File: src/rtl/core_control_sequencer.sv
// Multi-cycle control FSM for the JZJCoreF datapath: fetch, decode, memory, writeback.
// Classifies the decoded opcode/funct3, drives datapath strobes, keeps retire/cycle counters.
module core_control_sequencer #(
  parameter int unsigned MAX_WAIT      = 255,
  parameter int unsigned COUNTER_WIDTH = 64
) (
  input  logic                     clk,
  input  logic                     rst_n,
  input  logic [6:0]               opcode,
  input  logic [2:0]               funct3,
  input  logic                     branch_taken,
  input  logic                     mem_ready,
  output logic                     fetch_request,
  output logic                     instruction_load,
  output logic                     mem_request,
  output logic                     mem_write,
  output logic                     pc_write,
  output logic [1:0]               pc_source,
  output logic                     rd_write,
  output logic [2:0]               state,
  output logic                     illegal,
  output logic                     timeout,
  output logic [COUNTER_WIDTH-1:0] instret,
  output logic [COUNTER_WIDTH-1:0] cycle_count
);

  typedef enum logic [2:0] {
    ST_FETCH     = 3'd0,
    ST_DECODE    = 3'd1,
    ST_MEMORY    = 3'd2,
    ST_WRITEBACK = 3'd3,
    ST_HALT      = 3'd4
  } state_t;

  localparam logic [6:0] OP_LUI    = 7'b0110111;
  localparam logic [6:0] OP_AUIPC  = 7'b0010111;
  localparam logic [6:0] OP_JAL    = 7'b1101111;
  localparam logic [6:0] OP_JALR   = 7'b1100111;
  localparam logic [6:0] OP_BRANCH = 7'b1100011;
  localparam logic [6:0] OP_LOAD   = 7'b0000011;
  localparam logic [6:0] OP_STORE  = 7'b0100011;
  localparam logic [6:0] OP_IMM    = 7'b0010011;
  localparam logic [6:0] OP_OP     = 7'b0110011;
  localparam logic [6:0] OP_MISC   = 7'b0001111;
  localparam logic [6:0] OP_SYSTEM = 7'b1110011;

  localparam logic [7:0]               WAIT_LIMIT = 8'(MAX_WAIT);
  localparam logic [COUNTER_WIDTH-1:0] CNT_ONE    = COUNTER_WIDTH'(1);

  function automatic logic is_legal(input logic [6:0] op, input logic [2:0] f3);
    logic ok;
    case (op)
      OP_LUI, OP_AUIPC, OP_JAL, OP_IMM, OP_OP, OP_MISC, OP_SYSTEM: ok = 1'b1;
      OP_JALR:   ok = (f3 == 3'b000);
      OP_BRANCH: ok = (f3 != 3'b010) && (f3 != 3'b011);
      OP_LOAD:   ok = (f3 == 3'b000) || (f3 == 3'b001) || (f3 == 3'b010) ||
                      (f3 == 3'b100) || (f3 == 3'b101);
      OP_STORE:  ok = (f3 == 3'b000) || (f3 == 3'b001) || (f3 == 3'b010);
      default:   ok = 1'b0;
    endcase
    return ok;
  endfunction

  state_t                   state_q, state_d;
  logic [7:0]               wait_q, wait_d;
  logic                     illegal_q, illegal_d;
  logic                     timeout_q, timeout_d;
  logic [COUNTER_WIDTH-1:0] instret_q, instret_d;
  logic [COUNTER_WIDTH-1:0] cycle_q, cycle_d;
  logic [7:0]               wait_inc_s;
  logic                     is_mem_op_s;

  assign wait_inc_s  = wait_q + 8'd1;
  assign is_mem_op_s = (opcode == OP_LOAD) || (opcode == OP_STORE);

  // Next-state, sticky flags and counters.
  always_comb begin
    state_d   = state_q;
    wait_d    = wait_q;
    illegal_d = illegal_q;
    timeout_d = timeout_q;
    instret_d = instret_q;
    if (state_q != ST_HALT) begin
      cycle_d = cycle_q + CNT_ONE;
    end else begin
      cycle_d = cycle_q;
    end
    case (state_q)
      ST_FETCH, ST_MEMORY: begin
        if (mem_ready) begin
          state_d = (state_q == ST_FETCH) ? ST_DECODE : ST_WRITEBACK;
          wait_d  = 8'd0;
        end else if (wait_inc_s == WAIT_LIMIT) begin
          // Ready on the limit cycle wins, so the limit is checked only when not ready.
          state_d   = ST_HALT;
          timeout_d = 1'b1;
          wait_d    = wait_inc_s;
        end else begin
          wait_d = wait_inc_s;
        end
      end
      ST_DECODE: begin
        if (!is_legal(opcode, funct3)) begin
          state_d   = ST_HALT;
          illegal_d = 1'b1;
        end else if (opcode == OP_SYSTEM) begin
          state_d = ST_HALT;
        end else if (is_mem_op_s) begin
          state_d = ST_MEMORY;
          wait_d  = 8'd0;
        end else begin
          state_d = ST_WRITEBACK;
        end
      end
      ST_WRITEBACK: begin
        state_d   = ST_FETCH;
        wait_d    = 8'd0;
        instret_d = instret_q + CNT_ONE;
      end
      ST_HALT: begin
        state_d = ST_HALT;
      end
      default: begin
        state_d = ST_HALT;
      end
    endcase
  end

  // State and counter registers.
  always_ff @(posedge clk or negedge rst_n) begin
    if (!rst_n) begin
      state_q   <= ST_FETCH;
      wait_q    <= 8'd0;
      illegal_q <= 1'b0;
      timeout_q <= 1'b0;
      instret_q <= '0;
      cycle_q   <= '0;
    end else begin
      state_q   <= state_d;
      wait_q    <= wait_d;
      illegal_q <= illegal_d;
      timeout_q <= timeout_d;
      instret_q <= instret_d;
      cycle_q   <= cycle_d;
    end
  end

  // Datapath strobes decoded from the registered state; forced low while reset is held.
  always_comb begin
    fetch_request    = 1'b0;
    instruction_load = 1'b0;
    mem_request      = 1'b0;
    mem_write        = 1'b0;
    pc_write         = 1'b0;
    pc_source        = 2'd0;
    rd_write         = 1'b0;
    if (rst_n) begin
      case (state_q)
        ST_FETCH: begin
          fetch_request    = 1'b1;
          instruction_load = mem_ready;
        end
        ST_MEMORY: begin
          mem_request = 1'b1;
          mem_write   = (opcode == OP_STORE);
        end
        ST_WRITEBACK: begin
          pc_write = 1'b1;
          rd_write = (opcode != OP_BRANCH) && (opcode != OP_STORE) && (opcode != OP_MISC);
          if ((opcode == OP_JAL) || (opcode == OP_JALR)) begin
            pc_source = 2'd2;
          end else if ((opcode == OP_BRANCH) && branch_taken) begin
            pc_source = 2'd1;
          end else begin
            pc_source = 2'd0;
          end
        end
        default: begin
          fetch_request = 1'b0;
        end
      endcase
    end else begin
      fetch_request = 1'b0;
    end
  end

  assign state       = state_q;
  assign illegal     = illegal_q;
  assign timeout     = timeout_q;
  assign instret     = instret_q;
  assign cycle_count = cycle_q;

endmodule

File: config.mk
export PLATFORM = sky130hd
export DESIGN_NAME = core_control_sequencer
export DESIGN_NICKNAME = d
export VERILOG_FILES = /design/src/rtl/core_control_sequencer.sv
export SDC_FILE = /design/constraint.sdc
export NUM_CORES = 1
export LEC_CHECK = 0
export BUFFER_PORTS_ARGS = -buffer_cell sky130_fd_sc_hd__buf_2
export CAP_MARGIN = 0
export CORE_MARGIN = 5
export CORE_UTILIZATION = 40
export CTS_CLUSTER_DIAMETER = 40
export DETAILED_ROUTE_END_ITERATION = 8
export PLACE_DENSITY = 0.74
export SYNTH_ARGS = -nofsm -noshare
export SYNTH_HDL_FRONTEND = slang
export SYNTH_SLANG_ARGS = --single-unit
export TNS_END_PERCENT = 1
File: constraint.sdc
create_clock -name clk -period 2.2 [get_ports clk]
set_input_delay 0.44 -clock clk [delete_from_list [all_inputs] [get_ports clk]]
set_output_delay 0.44 -clock clk [all_outputs]
set_load 0.005 [all_outputs]
==> impl_summary.txt, run 1 <==
----------------------------------------------------
[Timing]
  Final setup margin ... 0.00853 ns
  Ratio of final minimum period to clock period ... 0.996
  Highest clock frequency the design can meet ... 0.456 GHz
  Final setup skew ... 0.00934 ns
  Number of hold violations in the final report ... 0
  Final setup violation count ... 0
  Setup total negative slack ... 0 ns
  Relative max-transition margin ... 0.390
  Slew at the pin with the worst max-slew slack ... 0.915 ns
  RSZ-0062 raised after global routing ... true
  Slew Limit Fails ... 0
  Fin crit period ... 2.19 ns

[Flow run]
  Max-cap check violation count ... 0

[Placement]
  Placer congestion estimate ... about 0.79
  Post-placement cell area ... 8210 um2
  Setup WS pre-CTS ... -0.00168 ns
  Quantity of I/O buffers inserted on ports ... 154
  DPL Wire Length ... 12300 um

[Global routing]
  Total global routing overflow ... 0
  Number of global-route vias before repair ... 5512
  Antenna violations before repair ... 0
  GRT Total Usage ... 0.173
  Global-route wire length before repair ... ~28000 um
  Maximum number of pins on one net before global-route repair ... between 70 and 80

[Power]
  Reg power frac ... 0.432
  Leakage power figure ... between 4 and 5 nW
  NetSw ... 0.00155 W
  Int Power ... 0.00501 W
  Net Sw Frac ... 0.236
  Total power per unit cell area ... 734 nW/um2
  Clock Power Share ... 0.467
  Share of total power in combinational logic ... 0.101
  Worst voltage drop across the vdd grid ... 534 uV

[CTS]
  Source-to-sink clock delay at the later pin of the worst-skew pair ... 0.42 ns
  Clock root buffer ... clkbuf_16
  Clk sinks ... 141
  Clock transition at the register clock pins on the worst setup and hold paths after CTS ... about 0.06 ns
  Total setup buffers inserted after CTS ... 0
  Number of clock buffers inserted by TritonCTS ... 17
  Maximum number of buffers from clock root to sink ... 2
  Clock tree from TritonCTS ... built
  H-Tree Depth ... 4
  Hold-fix buffers, CTS ... 0

[Yosys]
  Fraction of synthesis flops using an asynchronous set or reset pin ... 1.00
  Total nets after synthesis ... between 600 and 700
  Post-synthesis average cell area ... between 10 and 15 um2
  Fraction of the yosys area taken by sequential cells ... 0.522
  Dominant synthesized flop cell ... dfrtp_1
  Count of flip-flops with a built-in enable after synthesis ... 0
  Total number of yosys warnings ... 0
  Post-synthesis instance total ... about 650
  Synth unique cells ... 50
  Cell Area, Synth ... just under 7000 um2
  #FFs+latches synth ... 141

[Setup path]
  CP Capture Type ... flop
  Master of the slowest instance on the critical path ... or4_4
  Largest stage delay on the critical path ... 0.53 ns
  Cell with the most instances on the worst path ... or4_4
  Chain of cells forming the critical path ... nand4_1 > or4_4 > or4_4 > or3_1 > xnor2_1
  Maximum net fanout on the critical path ... 8
  Critical path launch point type ... flop
  Critical path type ... flop to flop
  Arrival time of the worst setup path ... around 2.5 ns
  Number of cells on the worst reg-to-reg path ... 5
  CP required ... 2.49 ns

[Drt]
  Vias after detailed routing ... between 5000 and 6000
  Total DRC errors in the routed layout ... 0
  Total iterations of the first detailed-routing run ... 5
  Detailed Route WL ... 16700 um
  Routed WL per cell ... 15.1 um
  Routed via count divided by cell count ... approximately 5
  DRT iter0 DRCs ... about 250
  Number of nets with antenna violations after routing ... 0

[Final layout]
  Nets ... 888
  Share of the core filled with cells in the final layout ... 0.539
  Antenna cells ... 0
  Final standard cell area without fillers ... between 8000 and 9000 um2
  Most used cells in the layout excluding fill and tap cells ... 153 x buf_2, 141 x dfrtp_1, 73 x nand2_1, 65 x xnor2_1, 64 x xor2_1
  Layout cells sized above 1 ... 0.304
  Most common cell after layout, fill and taps aside ... buf_2
  Area overhead of the layout relative to synthesis ... 32.1%

[Floorplanning]
  DIE WIDTH ... 140 um
  Standard-cell row count ... 47
  # IOs ... 155
  Area of the die ... 19600 um2
  Initial Util ... 0.408
  Die height ... 140 um
  Std-Cell Core Area ... between 15000 and 20000 um2

[Status]
  Outcome ... finished clean

[Hold path]
  Type of the tightest min-delay check ... primary input to asynchronous set/reset pin

----------------------------------------------------
## cells in the mapped netlist (all sizes together) (4+ instances only)
cell    number  share of area
and3        10         0.0093
nor2        53          0.029
and4        11          0.014
nand3       44          0.033
nand4       43          0.040
o21ai        5         0.0037
dfrtp      141           0.52
clkbuf       6         0.0033
inv         20          0.011
buf          4         0.0039
a21oi        5         0.0037
xor2        64          0.083
nor4        13          0.014
nand2       73          0.041
and2         4         0.0037
nor3        42          0.037
xnor2       65          0.084
ha           4         0.0074
## power groups by stage
| stage | sequential [W] | combinational, W | clock [W] |
|---|---|---|---|
| 2_1_floorplan | 0.00290 | 0.000305 | 0 |
| 6_report | 0.00283 | 0.000664 | 0.00306 |
| 4_1_cts | 0.00283 | 0.000668 | 0.00312 |
| 3_3_place_gp | 0.00287 | 0.000654 | 0 |
| 3_5_place_dp | 0.00288 | 0.000666 | 0 |
| 5_1_grt | 0.00286 | 0.000759 | 0.00326 |
## metrics by stage
stage | std cells | hold WS (ns) | total power [W]
after global routing | 1102 | 0.320 | 0.00687
after global placement | 1072 | 0.442 | 0.00353
after floorplan | 653 | 0.144 | 0.00320
after detailed placement | 1072 | 0.455 | 0.00354
final | 1102 | 0.253 | 0.00656
after CTS | 1102 | 0.287 | 0.00662
## critical path, delay by kind of cell (launching register included)
family                    cells  cell delay (ns)
and+or+nand+nor               4             1.58
DFF                           1             0.36
xor gates and xnor gates      1             0.13
## logic make-up (layout without fill, tap and decap cells)
group / Yosys count / after routing / synth area share
flops: 141 / 141 / 0.522
simple gates: 319 / 319 / 0.252
xor+xnor: 129 / 129 / 0.167
compound gates: 26 / 26 / 0.0265
buf+inv: 30 / 259 / 0.0183
mux: 4 / 4 / 0.00629
fa+ha+maj: 4 / 4 / 0.00740
## what timing repair did
item	CTS	global route
pin swaps	0	9
resized for setup	3	14
endpoints found under the setup margin	5	52
## sequential cells by signal, summed over array words and instances (netlist names)
name         count
state            3
cycle_count     64
instret         64
illegal          1
wait_q           8
timeout          1
## area by class of cell
class / count / area [um2]
Clock buffer: 21 / 470
Clock inverter: 10 / 163
Fill cell: 1511 / 7650
Inverter: 20 / 75.1
Multi-Input combinational cell: 482 / 3210
Sequential cell: 141 / 3530
Tap cell: 220 / 275
Timing Repair Buffer: 208 / 1210
## metal layers
layer,GRT usage,vias to the layer above,share of wire
li1,-,2712,-
met1,0.236,2682,0.46
met2,0.268,137,0.47
met3,0.0511,14,0.060
met4,0.0535,0,0.014
met5,0,-,0
## final timing paths
path	from	slack, ns	endpoint
setup / recovery	cycle_count[15]	0.009	cycle_count[43]
hold / removal	rst_n	0.25	cycle_count[19]
setup reg to reg	cycle_count[15]	0.009	cycle_count[43]
hold reg to reg	cycle_count[63]	0.45	cycle_count[63]
max in group asynchronous	rst_n	1.34	instret[61]
min in group clk	mem_ready	0.31	wait_q[6]
Note: power is estimated with default switching activity, not from simulation.
==> run 2, diff against run 1 <==
--- a/config.mk
+++ b/config.mk
@@ -8,10 +8,11 @@
 export BUFFER_PORTS_ARGS = -buffer_cell sky130_fd_sc_hd__buf_2
 export CAP_MARGIN = 0
 export CORE_MARGIN = 5
-export CORE_UTILIZATION = 40
+export CORE_UTILIZATION = 49
 export CTS_CLUSTER_DIAMETER = 40
 export DETAILED_ROUTE_END_ITERATION = 8
-export PLACE_DENSITY = 0.74
+export PLACE_DENSITY = 0.85
+export SKIP_CTS_REPAIR_TIMING = 1
 export SYNTH_ARGS = -nofsm -noshare
 export SYNTH_HDL_FRONTEND = slang
 export SYNTH_SLANG_ARGS = --single-unit
==> run 2 against run 1 <==
Effect of this change:
- register-to-register slack about the same
- worst hold slack got worse by 0.034 ns
- highest routed layer unchanged
- final cell count decreased by 3.9%
- sequential power about the same
- via count increased by 2.7%
- largest power group unchanged
- core utilization increased by 10 points
- setup slack got worse by 0.0016 ns
- critical path type unchanged
==> impl_summary.txt, run 2 (synthesized netlist as in run 1, its figures left out) <==
----------------------------------------------------
[Status]
  Outcome ... finished clean (unchanged)

[Global routing]
  Met3 usage ... 0.0552 (was 0.0511)
  Total global routing overflow ... 0 (unchanged)
  Antenna violations before repair ... 0 (unchanged)
  Global-route wire length before repair ... 28000 um (was 27800 um)
  Met2 Track Usage GR ... 0.340 (was 0.268)
  Most Used Layer, Global Route ... met2 (unchanged)
  Met1 layer usage reported by global route ... 0.278 (was 0.236)
  GRT Total Usage ... 0.214 (was 0.173)
  Maximum number of pins on one net before global-route repair ... 78 (was 73)
  Number of global-route vias before repair ... 5790 (was 5512)

[CTS]
  Source-to-sink clock delay at the later pin of the worst-skew pair ... 0.42 ns (about the same)
  H-Tree Depth ... 4 (unchanged)
  Clk sinks ... 141 (unchanged)
  Clock tree from TritonCTS ... built (unchanged)
  Number of clock buffers inserted by TritonCTS ... 17 (unchanged)
  Maximum number of buffers from clock root to sink ... 2 (unchanged)
  Clock root buffer ... clkbuf_16 (unchanged)
  Clock transition at the register clock pins on the worst setup and hold paths after CTS ... 0.06 ns (about the same)

[Power]
  Worst voltage drop across the vdd grid ... 536 uV (was 534 uV)
  Leakage power figure ... 4.53 nW (was 4.62 nW)
  Total power per unit cell area ... 728 nW/um2 (was 734 nW/um2)

[Final layout]
  Share of the core filled with cells in the final layout ... 0.640 (was 0.539)
  Most used cells in the layout excluding fill and tap cells ... 153 x buf_2, 141 x dfrtp_1, 73 x nand2_1, 65 x xnor2_1, 64 x xor2_1 (unchanged)
  Area overhead of the layout relative to synthesis ... 29.9% (was 32.1%)
  Final non-filler cell total ... 1059 (was 1102)
  Multi-input logic area ... 3170 um2 (was 3210 um2)
  Layout cells sized above 1 ... 0.303 (was 0.304)
  Most common cell after layout, fill and taps aside ... buf_2 (unchanged)
  FILL cells ... 1088 (was 1511)
  Antenna cells ... 0 (unchanged)
  Nets ... 885 (was 888)
  Final standard cell area without fillers ... 8780 um2 (was 8930 um2)
  Sequential cell area in the final layout ... 3530 um2 (unchanged)

[Timing]
  Final setup skew ... 0.00977 ns (was 0.00934 ns)
  RSZ-0062 raised after global routing ... true (unchanged)
  Number of hold violations in the final report ... 0 (unchanged)
  Final setup margin ... 0.00695 ns (was 0.00853 ns)
  Highest clock frequency the design can meet ... 0.456 GHz (about the same)
  Setup total negative slack ... 0 ns (unchanged)
  Final setup violation count ... 0 (unchanged)
  Ratio of final minimum period to clock period ... 0.997 (was 0.996)
  Fin crit period ... 2.19 ns (about the same)
  Slew Limit Fails ... 0 (unchanged)
  Relative max-transition margin ... 0.349 (was 0.390)
  Slew at the pin with the worst max-slew slack ... 0.977 ns (was 0.915 ns)

[Setup path]
  Largest stage delay on the critical path ... 0.56 ns (was 0.53 ns)
  FF-to-FF Start ... cycle_count[14] (was cycle_count[15])
  Critical path launch point type ... flop (unchanged)
  CP Capture Type ... flop (unchanged)
  Maximum net fanout on the critical path ... 7 (was 8)
  Critical path type ... flop to flop (unchanged)
  Cell with the most instances on the worst path ... or4_4 (unchanged)
  Chain of cells forming the critical path ... nand4_1 > or4_4 > or4_4 > or3_4 > xnor2_1 (was nand4_1 > or4_4 > or4_4 > or3_1 > xnor2_1)
  Arrival time of the worst setup path ... 2.49 ns (about the same)
  Launch point of the worst path ... cycle_count[14] (was cycle_count[15])
  CP required ... 2.50 ns (was 2.49 ns)
  Number of cells on the worst reg-to-reg path ... 5 (unchanged)
  Master of the slowest instance on the critical path ... or4_4 (unchanged)

[Flow run]
  Max-cap check violation count ... 0 (unchanged)

[Floorplanning]
  Area of the die ... 16200 um2 (was 19600 um2)
  Die height ... 127 um (was 140 um)
  Initial Util ... 0.493 (was 0.408)
  DIE WIDTH ... 127 um (was 140 um)
  Std-Cell Core Area ... 13700 um2 (was 16600 um2)
  # IOs ... 155 (unchanged)
  Standard-cell row count ... 43 (was 47)

[Drt]
  Routed WL per cell ... 15.8 um (was 15.1 um)
  Total iterations of the first detailed-routing run ... 4 (was 5)
  Total DRC errors in the routed layout ... 0 (unchanged)
  DRT iter0 DRCs ... 309 (was 248)
  Number of nets with antenna violations after routing ... 0 (unchanged)
  Detailed Route WL ... 16800 um (was 16700 um)
  Routed via count divided by cell count ... 5.38 (was 5.03)
  Vias after detailed routing ... 5693 (was 5545)

[Hold path]
  Type of the tightest min-delay check ... primary input to asynchronous set/reset pin (unchanged)

[Placement]
  Setup WS pre-CTS ... 0.0115 ns (was -0.00168 ns)
  DPL Wire Length ... 12300 um (about the same)
  Quantity of I/O buffers inserted on ports ... 154 (unchanged)
  Post-placement cell area ... 8110 um2 (was 8210 um2)
  Placer congestion estimate ... 0.857 (was 0.790)
  Count of placed standard cells including taps ... 1027 (was 1072)

----------------------------------------------------
## run 2: cell count changes in the layout (fill, tap and decap cells not counted), sizes merged
cell	delta
buf	-3
bufinv	-2
clkbuf	+1
clkinv	+1
clkinvlp	-1
inv	+1
## run 2: worst paths after layout
check	end	slack (ns)
hold reg to reg	timeout	0.46
hold / removal	cycle_count[18]	0.22
min in group clk	wait_q[1]	0.30
setup / recovery	cycle_count[43]	0.007
max in group asynchronous	instret[6]	1.28
setup reg to reg	cycle_count[43]	0.007
## run 2: power by group
| group | internal (W) | switching (W) |
|---|---|---|
| sequential | 0.00272 | 0.000118 |
| combinational | 0.000309 | 0.000356 |
| clock | 0.00181 | 0.00107 |
| total | 0.00484 | 0.00155 |
## run 2: metrics by stage
| stage | power, W | hold slack, ns |
|---|---|---|
| after floorplan | 0.00320 | 0.144 |
| after global placement | 0.00351 | 0.435 |
| after detailed placement | 0.00354 | 0.450 |
| after CTS | 0.00644 | 0.232 |
| after global routing | 0.00672 | 0.276 |
| final | 0.00639 | 0.219 |
## run 2: critical path: cells and delay by family, from the launching register on
family           cells  cell delay, ns
XOR/XNOR             1            0.12
flip-flops           1            0.36
AND/OR/NAND/NOR      4            1.59
## run 2: layout make-up
cell class,count,share of cell area
inverters,20,0.00855
well taps,180,0.0256
repair buffers,205,0.134
clock buffers,22,0.0563
multi-input cells,482,0.361
flip-flops and latches,141,0.402
clock inverters,9,0.0124
## run 2: metal layers
layer / wire [um] / share of wire / vias to the layer above
li1: - / - / 2716
met1: 7220 / 0.43 / 2771
met2: 8220 / 0.49 / 183
met3: 1050 / 0.063 / 23
met4: 288 / 0.017 / 0
met5: 0 / 0 / -
==> run 3, diff against run 2 <==
--- a/config.mk
+++ b/config.mk
@@ -5,13 +5,13 @@
 export SDC_FILE = /design/constraint.sdc
 export NUM_CORES = 1
 export LEC_CHECK = 0
-export BUFFER_PORTS_ARGS = -buffer_cell sky130_fd_sc_hd__buf_2
 export CAP_MARGIN = 0
 export CORE_MARGIN = 5
-export CORE_UTILIZATION = 49
+export CORE_UTILIZATION = 45
 export CTS_CLUSTER_DIAMETER = 40
 export DETAILED_ROUTE_END_ITERATION = 8
-export PLACE_DENSITY = 0.85
+export DONT_BUFFER_PORTS = 1
+export PLACE_DENSITY = 0.71
 export SKIP_CTS_REPAIR_TIMING = 1
 export SYNTH_ARGS = -nofsm -noshare
 export SYNTH_HDL_FRONTEND = slang
==> run 3 against run 2 <==
Effect of this change:
- the flow now finishes with violations (negative hold slack, negative setup slack)
- worst hold slack got worse by 0.49 ns
- sequential share of layout area rose by 2.8 points
- largest power group unchanged
- core utilization fell by 8.0 points
- clock skew barely moved
- non-clock buffer count fell by 139
- combinational power fell by 16%
- clock-buffer cell count did not move
- largest cell class unchanged
- setup slack got worse by 0.015 ns
- cell area fell by 6.5%
- critical path type unchanged
==> impl_summary.txt, run 3 (synthesized netlist as in run 1, its figures left out) <==
----------------------------------------------------
[Floorplanning]
  Standard-cell row count ... 44 (was 43)
  Die height ... 133 um (was 127 um)
  # IOs ... 155 (unchanged)
  Initial Util ... 0.462 (was 0.493)
  DIE WIDTH ... 133 um (was 127 um)
  Std-Cell Core Area ... 14600 um2 (was 13700 um2)
  Area of the die ... 17600 um2 (was 16200 um2)

[Setup path]
  Critical path type ... flop to flop (unchanged)
  FF-to-FF Start ... cycle_count[15] (was cycle_count[14])
  Delay-heaviest family, CP ... simple AND/OR/NAND/NOR gates (unchanged)
  Launch point of the worst path ... cycle_count[15] (was cycle_count[14])
  Number of cells on the worst reg-to-reg path ... 5 (unchanged)
  Cell with the most instances on the worst path ... or4_4 (unchanged)
  Largest stage delay on the critical path ... 0.56 ns (about the same)
  Critical path launch point type ... flop (unchanged)
  Number of cells on the critical path ... 5 (unchanged)
  Chain of cells forming the critical path ... nand4_1 > or4_4 > or4_4 > or3_1 > xnor2_1 (was nand4_1 > or4_4 > or4_4 > or3_4 > xnor2_1)
  Master of the slowest instance on the critical path ... or4_4 (unchanged)
  Arrival time of the worst setup path ... 2.50 ns (was 2.49 ns)
  Maximum net fanout on the critical path ... 8 (was 7)
  CP required ... 2.49 ns (was 2.50 ns)
  Number of buffer and inverter instances along the worst setup path ... 0 (unchanged)
  CP Capture Type ... flop (unchanged)

[Timing]
  Final setup violation count ... 1 (was 0)
  Hold_ws ... -0.273 ns (was 0.219 ns)
  Highest clock frequency the design can meet ... 0.453 GHz (was 0.456 GHz)
  Final setup margin ... -0.00778 ns (was 0.00695 ns)
  Number of hold violations in the final report ... 141 (was 0)
  Slew at the pin with the worst max-slew slack ... 0.629 ns (was 0.977 ns)
  Ratio of final minimum period to clock period ... 1.00 (was 0.997)
  Final setup skew ... 0.0100 ns (was 0.00977 ns)
  Fin crit period ... 2.21 ns (was 2.19 ns)
  Setup total negative slack ... -0.00778 ns (was 0 ns)
  Slew Limit Fails ... 0 (unchanged)
  Relative max-transition margin ... 0.580 (was 0.349)
  RSZ-0062 raised after global routing ... true (unchanged)

[Power]
  Leakage power figure ... 3.82 nW (was 4.53 nW)
  Worst voltage drop across the vdd grid ... 494 uV (was 536 uV)
  Total power per unit cell area ... 811 nW/um2 (was 728 nW/um2)

[CTS]
  Source-to-sink clock delay at the later pin of the worst-skew pair ... 0.42 ns (about the same)
  Number of clock buffers inserted by TritonCTS ... 17 (unchanged)
  Clock tree from TritonCTS ... built (unchanged)
  Maximum number of buffers from clock root to sink ... 2 (unchanged)
  Clk sinks ... 141 (unchanged)
  Clock transition at the register clock pins on the worst setup and hold paths after CTS ... 0.06 ns (about the same)
  H-Tree Depth ... 4 (unchanged)
  Clock root buffer ... clkbuf_16 (unchanged)

[Placement]
  Count of placed standard cells including taps ... 892 (was 1027)
  DPL Wire Length ... 12000 um (was 12300 um)
  Quantity of I/O buffers inserted on ports ... 0 (was 154)
  Placer congestion estimate ... 0.801 (was 0.857)

[Global routing]
  Antenna violations before repair ... 0 (unchanged)
  Global-route wire length before repair ... 27200 um (was 28000 um)
  Total global routing overflow ... 0 (unchanged)
  Number of global-route vias before repair ... 5285 (was 5790)
  GRT Total Usage ... 0.189 (was 0.214)
  Maximum number of pins on one net before global-route repair ... 143 (was 78)

[Drt]
  Total iterations of the first detailed-routing run ... 4 (unchanged)
  Total DRC errors in the routed layout ... 0 (unchanged)
  Detailed Route WL ... 16300 um (was 16800 um)
  Routed via count divided by cell count ... 5.69 (was 5.38)
  DRT iter0 DRCs ... 263 (was 309)
  Routed WL per cell ... 17.6 um (was 15.8 um)
  Vias after detailed routing ... 5267 (was 5693)
  Number of nets with antenna violations after routing ... 0 (unchanged)

[Final layout]
  Layout cells sized above 1 ... 0.175 (was 0.303)
  Area overhead of the layout relative to synthesis ... 21.4% (was 29.9%)
  Most used cells in the layout excluding fill and tap cells ... 141 x dfrtp_1, 73 x nand2_1, 65 x xnor2_1, 64 x xor2_1, 63 x buf_4 (was 153 x buf_2, 141 x dfrtp_1, 73 x nand2_1, 65 x xnor2_1, 64 x xor2_1)
  FILL cells ... 1229 (was 1088)
  Sequential cell area in the final layout ... 3530 um2 (unchanged)
  Multi-input logic area ... 3190 um2 (was 3170 um2)
  Final non-filler cell total ... 925 (was 1059)
  Antenna cells ... 0 (unchanged)
  Nets ... 746 (was 885)
  Most common cell after layout, fill and taps aside ... dfrtp_1 (was buf_2)

[Status]
  Violated checks ... negative hold slack, negative setup slack
  Outcome ... complete, but fails checks (was finished clean)

[Hold path]
  Type of the tightest min-delay check ... primary input to asynchronous set/reset pin (unchanged)

[Flow run]
  Max-cap check violation count ... 0 (unchanged)

----------------------------------------------------
-- run 3: metal layers --
layer / wire length (um) / share of wire / up-vias / global-route usage
met5: 0 / 0 / - / 0
met4: 400 / 0.025 / 0 / 0.0808
met3: 1070 / 0.066 / 35 / 0.0588
met2: 8130 / 0.50 / 158 / 0.308
met1: 6670 / 0.41 / 2635 / 0.231
li1: - / - / 2439 / -
-- run 3: final cells by class --
cell class                      count  share of cell area
Clock buffer                       22              0.0565
Clock inverter                     10              0.0253
Inverter                           20             0.00914
Multi-Input combinational cell    482               0.388
Sequential cell                   141               0.430
Tap cell                          184              0.0280
Timing Repair Buffer               66              0.0628
-- run 3: worst register-to-register path: stages (launching register included) --
cell and delay [ns]:
dfrtp_1 0.35, nand4_1 0.13, or4_4 0.56, or4_4 0.52, or3_1 0.40, xnor2_1 0.13
-- run 3: stage by stage --
step           hold WS [ns]  total power [W]  utilization  worst slack (ns)  instance area [um2]
6_report             -0.273          0.00665        0.561          -0.00778                 8210
3_3_place_gp          0.150          0.00340        0.509            0.0473                 7450
5_1_grt              -0.300          0.00692        0.561            -0.114                 8210
3_5_place_dp          0.148          0.00344        0.509          0.000796                 7450
4_1_cts              -0.302          0.00671        0.555           -0.0699                 8130
2_1_floorplan         0.144          0.00320            -           -0.0482                 6770
-- run 3: worst paths after layout --
| check | endpoint | slack [ns] |
|---|---|---|
| max | cycle_count[43] | -0.008 |
| min | cycle_count[28] | -0.27 |
| max reg2reg | cycle_count[43] | -0.008 |
| min reg2reg | cycle_count[63] | 0.49 |
| max in group asynchronous | instret[3] | 2.12 |
| min in group clk | wait_q[1] | 0.11 |
-- run 3: where the power goes --
group	leakage, nW	internal, W	switching (W)	total [W]
clock	0.329	0.00219	0.00106	0.00326
sequential	1.93	0.00272	0.000116	0.00284
combinational	1.56	0.000261	0.000298	0.000559
